### src/rtl/gf180mcu_fd_sc_mcu7t5v0__and4_stimchk.sv
// Stimulus/check engine for an and4/nand4 cell under test: sweeps all 16 A1..A4
// vectors PASSES times, samples Z after SETTLE cycles and counts mismatches.
module gf180mcu_fd_sc_mcu7t5v0__and4_stimchk #(
    parameter int SETTLE  = 2,
    parameter int PASSES  = 1,
    parameter int ERR_W   = 8,
    parameter bit EXP_INV = 1'b0
) (
    input  logic             CLK,
    input  logic             RN,
    input  logic             START,
    input  logic             ABORT,
    input  logic             Z_CUT,
    output logic             A1,
    output logic             A2,
    output logic             A3,
    output logic             A4,
    output logic             BUSY,
    output logic             DONE,
    output logic             PASS,
    output logic [ERR_W-1:0] ERR_CNT,
    output logic             FAIL_VLD,
    output logic [3:0]       FAIL_VEC
);

    localparam logic [3:0]       SETTLE_LAST = 4'(SETTLE - 1);
    localparam logic [7:0]       PASS_LAST   = 8'(PASSES - 1);
    localparam logic [ERR_W-1:0] ERR_MAX     = '1;

    typedef enum logic [1:0] {
        S_IDLE   = 2'd0,
        S_DRIVE  = 2'd1,
        S_CHECK  = 2'd2,
        S_FINISH = 2'd3
    } state_t;

    state_t           state_q, state_d;
    logic [3:0]       vec_q, vec_d;
    logic [3:0]       settle_q, settle_d;
    logic [7:0]       pass_q, pass_d;
    logic [3:0]       a_q, a_d;
    logic [ERR_W-1:0] err_q, err_d;
    logic             fail_vld_q, fail_vld_d;
    logic [3:0]       fail_vec_q, fail_vec_d;

    logic start_run;
    logic last_vec;
    logic exp_z;
    logic mismatch;

    assign start_run = ((state_q == S_IDLE) || (state_q == S_FINISH)) && START && !ABORT;
    assign last_vec  = (vec_q == 4'hF) && (pass_q == PASS_LAST);
    assign exp_z     = (&vec_q) ^ EXP_INV;

    // An unknown Z must not silently pass, so only an exact match clears the flag.
    always_comb begin
        mismatch = 1'b1;
        if (Z_CUT == exp_z) mismatch = 1'b0;
    end

    always_ff @(posedge CLK) begin
        if (!RN) state_q <= S_IDLE;
        else     state_q <= state_d;
    end

    always_comb begin
        state_d = state_q;
        case (state_q)
            S_IDLE, S_FINISH: if (START) state_d = S_DRIVE;
            S_DRIVE:          if (settle_q == SETTLE_LAST) state_d = S_CHECK;
            S_CHECK:          state_d = last_vec ? S_FINISH : S_DRIVE;
            default:          state_d = S_IDLE;
        endcase
        if (ABORT) state_d = S_IDLE;
    end

    always_comb begin
        BUSY = (state_q == S_DRIVE) || (state_q == S_CHECK);
        DONE = (state_q == S_FINISH);
        PASS = (state_q == S_FINISH) && (err_q == '0);
    end

    // An aborted run keeps its results; only a fresh start clears them.
    always_comb begin
        vec_d      = vec_q;
        settle_d   = settle_q;
        pass_d     = pass_q;
        err_d      = err_q;
        fail_vld_d = fail_vld_q;
        fail_vec_d = fail_vec_q;
        if (start_run) begin
            vec_d      = '0;
            settle_d   = '0;
            pass_d     = '0;
            err_d      = '0;
            fail_vld_d = 1'b0;
            fail_vec_d = '0;
        end else if (!ABORT) begin
            case (state_q)
                S_DRIVE: settle_d = settle_q + 4'd1;
                S_CHECK: begin
                    if (mismatch) begin
                        if (err_q != ERR_MAX) err_d = err_q + 1'b1;
                        if (!fail_vld_q) begin
                            fail_vld_d = 1'b1;
                            fail_vec_d = vec_q;
                        end
                    end
                    vec_d    = vec_q + 4'd1;
                    settle_d = '0;
                    if ((vec_q == 4'hF) && !last_vec) pass_d = pass_q + 8'd1;
                end
                default: ;
            endcase
        end
        a_d = ((state_d == S_DRIVE) || (state_d == S_CHECK)) ? vec_d : 4'd0;
    end

    always_ff @(posedge CLK) begin
        if (!RN) begin
            vec_q      <= '0;
            settle_q   <= '0;
            pass_q     <= '0;
            a_q        <= '0;
            err_q      <= '0;
            fail_vld_q <= 1'b0;
            fail_vec_q <= '0;
        end else begin
            vec_q      <= vec_d;
            settle_q   <= settle_d;
            pass_q     <= pass_d;
            a_q        <= a_d;
            err_q      <= err_d;
            fail_vld_q <= fail_vld_d;
            fail_vec_q <= fail_vec_d;
        end
    end

    assign A1       = a_q[0];
    assign A2       = a_q[1];
    assign A3       = a_q[2];
    assign A4       = a_q[3];
    assign ERR_CNT  = err_q;
    assign FAIL_VLD = fail_vld_q;
    assign FAIL_VEC = fail_vec_q;

endmodule

### config.mk
export PLATFORM = sky130hd
export DESIGN_NAME = gf180mcu_fd_sc_mcu7t5v0__and4_stimchk
export DESIGN_NICKNAME = d
export VERILOG_FILES = /design/src/rtl/gf180mcu_fd_sc_mcu7t5v0__and4_stimchk.sv
export SDC_FILE = /design/constraint.sdc
export NUM_CORES = 1
export LEC_CHECK = 0
export ABC_AREA = 0
export CAP_MARGIN = 20
export CORE_ASPECT_RATIO = 2
export CORE_MARGIN = 2
export CORE_UTILIZATION = 54
export CTS_CLUSTER_SIZE = 20
export DETAILED_ROUTE_END_ITERATION = 7
export GPL_TIMING_DRIVEN = 0
export PLACE_DENSITY = 0.81
export SYNTH_ARGS = -nofsm -noshare
export SYNTH_HDL_FRONTEND = slang
export SYNTH_SLANG_ARGS = --single-unit
### constraint.sdc
create_clock -name CLK -period 2.25 [get_ports CLK]
set_input_delay 0.3375 -clock CLK [delete_from_list [all_inputs] [get_ports CLK]]
set_output_delay 0.3375 -clock CLK [all_outputs]
set_load 0.03 [all_outputs]
==> results.yml, run 1 <==
setup_path:
  crit_type: "flip-flop to flip-flop"
  max_stage_delay_ps: 490
  critPathLaunchType: "flip-flop"
  startpoint: "state_q[0]"
  cp_max_fo: 9
  worstPathArrival_ps: 2350
  cp.required_ps: 2440
  crit_path_end_kind: "flip-flop"
  cp_cell_sequence: "inv_1 > ha_1 > buf_2 > nor3b_1 > o32ai_1 > o221ai_2 > a211oi_1"
  reg2reg_from: "state_q[0]"
  cp_slowest_cell: "o32ai_1"
die:
  die_x_um: 45.2
  rows: 29
  pin_count: 25
  initial_core_util_pct: 57.3
  die_h_um: 86.3
  die-area_um2: 3900
  core_area_um2: 3190
power:
  power_density_nw_per_um2: 525
  ir_drop_v: 0.000453
  p_leak_nw: 0.775
clocking:
  cts.sinks: 35
  ctsHoldBuffers: 0
  cts.htree.levels: 2
  cts_made_buffers: 5
  cts_root_buf: "clkbuf_8"
  clk_pin_slew_worst_paths_ps: 70
  clock_latency_ps: 280
  cts_tree: "yes"
  clock_path_buffers: 2
run:
  cap_violations: 0
timing:
  worst_pin_slew_ps: 598
  relSlewSlack_pct: 59.9
  post-route-period-util_pct: 96.1
  setup_viol: 0
  finClkSkew_ps: 5.49
  min_period_ps: 2160
  slew_violations: 0
  timing.fmax_mhz: 463
  finalHoldViolCount: 0
  rsz0062_at_grt: "no"
  finalSetupTns_ps: 0
min_path:
  hold_class: "flip-flop to flip-flop"
  hold_path.startpoint: "FAIL_VEC[1]"
global_route:
  track_usage_pct: 22.9
  grt_overflow_total: 0
  grt_pass1_wl_um: 6740
  grt_antenna_before_repair: 0
  grt_pass1_vias: 1582
  grt_max_degree: 11
final_layout:
  antennaDiodeCount: 0
  drive_gt1_share_pct: 7.08
  nets: 255
  fin_util_pct: 69.0
  final_common_cell: "dfxtp_1"
  layout_common_cells: "dfxtp_1 (35), clkdlybuf4s50_1 (22), nor2_1 (17)"
  nFillCells: 281
  fin_cells: 271
  area_growth_pct: 20.4
logic_synthesis:
  synth.avg_cell_area_um2: 8.75
  synth-edff-count: 0
  yosysSeqAreaShare_pct: 38.3
  synth_nets: 224
  synthFlopType: "dfxtp_1"
  syn_inst: 209
  synth_area_um2: 1830
  yosys.cell_types.count: 46
  async_flop_share_pct: 0
  synth-seq-cells: 35
  yosysWarnings: 0
status:
  status: "completed"
routing:
  ant_nets: 0
  drt_iter0_drc: 24
  first_pass_iters: 4
  wirelength_um: 4120
  drc: 0
  wire_per_inst_um: 15.2
  vias_per_cell: 6.04
  vias: 1636
placement:
  place.gp.congestion: 0.831
  post-place-cells: 264
  hpwl_um: 3100
  io_buffers: 24
cell usage after synthesis, types with 3 or more instances:
library cell   n  area share [%]
a211oi_1       4             1.6
a21oi_1       12             3.3
and4_1         3             1.4
buf_2          3            0.82
clkbuf_1       5             1.0
dfxtp_1       35              38
ha_1          10             6.8
inv_1         11             2.3
mux2i_1        6             3.3
nand2_1       16             3.3
nand3_1        4             1.1
nand4_1        9             3.1
nand4b_1       4             1.9
nor2_1        17             3.5
nor3_1         4             1.1
nor4_1         5             1.7
o21ai_0        3            0.82
o31ai_1        6             2.5
or3_1          6             2.1
or4_1          4             1.6
xnor2_1        4             1.9
xor2_1         5             2.4
cell families (layout without fill, tap and decap cells):
logic type,Yosys count,count (layout),share of synthesized area [%]
simple gates,89,89,27.9
compound gates,38,38,13.6
flops,35,35,38.3
buf+inv,22,53,5.75
fa+ha+maj,10,10,6.84
xor+xnor,9,9,4.31
mux,6,6,3.28
what timing repair did:
action                                 in CTS  in global routing
resized for setup                           2                  5
setup buffers                               0                  0
setup endpoints to repair                   2                 23
endpoints found under the hold margin       0                  0
layout make-up:
| cell class | count | area, um^2 | area share (%) |
|---|---|---|---|
| multi-input combinational | 152 | 1030 | 46.8 |
| sequential | 35 | 701 | 31.8 |
| timing repair buffer | 24 | 238 | 10.8 |
| clock buffer | 6 | 82.6 | 3.75 |
| buffer | 11 | 66.3 | 3.01 |
| inverter | 11 | 41.3 | 1.88 |
| tap | 31 | 38.8 | 1.76 |
| clock inverter | 1 | 5.00 | 0.227 |
sequential cells by signal, indices dropped and copies added, names as in the netlist:
| register | flops |
|---|---|
| vec_q | 4 |
| state_q | 2 |
| a_q | 4 |
| FAIL_VEC | 4 |
| pass_q | 8 |
| settle_q | 4 |
| FAIL_VLD | 1 |
| ERR_CNT | 8 |
through the flow:
step	setup WS, ps	cell area (um^2)	hold slack (ps)	power (W)
floorplan	20.7	1830	436	0.000687
global placement	-16.8	2110	447	0.000714
detailed placement	-51.4	2110	460	0.000715
CTS	26.6	2190	469	0.00117
global route	0.395	2200	495	0.00120
finish	88.7	2200	468	0.00116
path summary, 6_finish.rpt:
path                      end  slack, ps  cells after the start
setup / recovery       a_q[3]         90                      7
setup reg to reg       a_q[3]         90                      7
hold reg to reg   FAIL_VEC[1]        470                      2
hold / removal    FAIL_VEC[1]        470                      2
worst max-delay path, delay by kind of cell, from the launching register on:
kind                     cells  cell delay [ps]
AO/OA/AOI/OAI                3             1010
buffers and inverters        2              220
AND/OR/NAND/NOR              1              140
adder cells (fa/ha/maj)      1              280
flip-flops                   1              410
power by group:
group	internal, W	total [W]	switching [W]
Sequential	0.000621	0.000624	0.00000283
Clock	0.000240	0.000454	0.000214
Combinational	0.0000304	0.0000777	0.0000473
Total	0.000892	0.00116	0.000264
layer usage:
layer	up-vias	routed length, um	GRT usage, %
li1	818	-	-
met1	762	1520	22.1
met2	44	2350	42.2
met3	12	132	4.17
met4	0	116	12.6
met5	-	0	0
Note: power is estimated with default switching activity, not from simulation.
==> inputs of run 2 (changes only) <==
Settings changed: CTS_CLUSTER_SIZE 20 to not set.
==> results of run 2 <==
The final DEF is identical to that of run 1; final timing and power are the same.
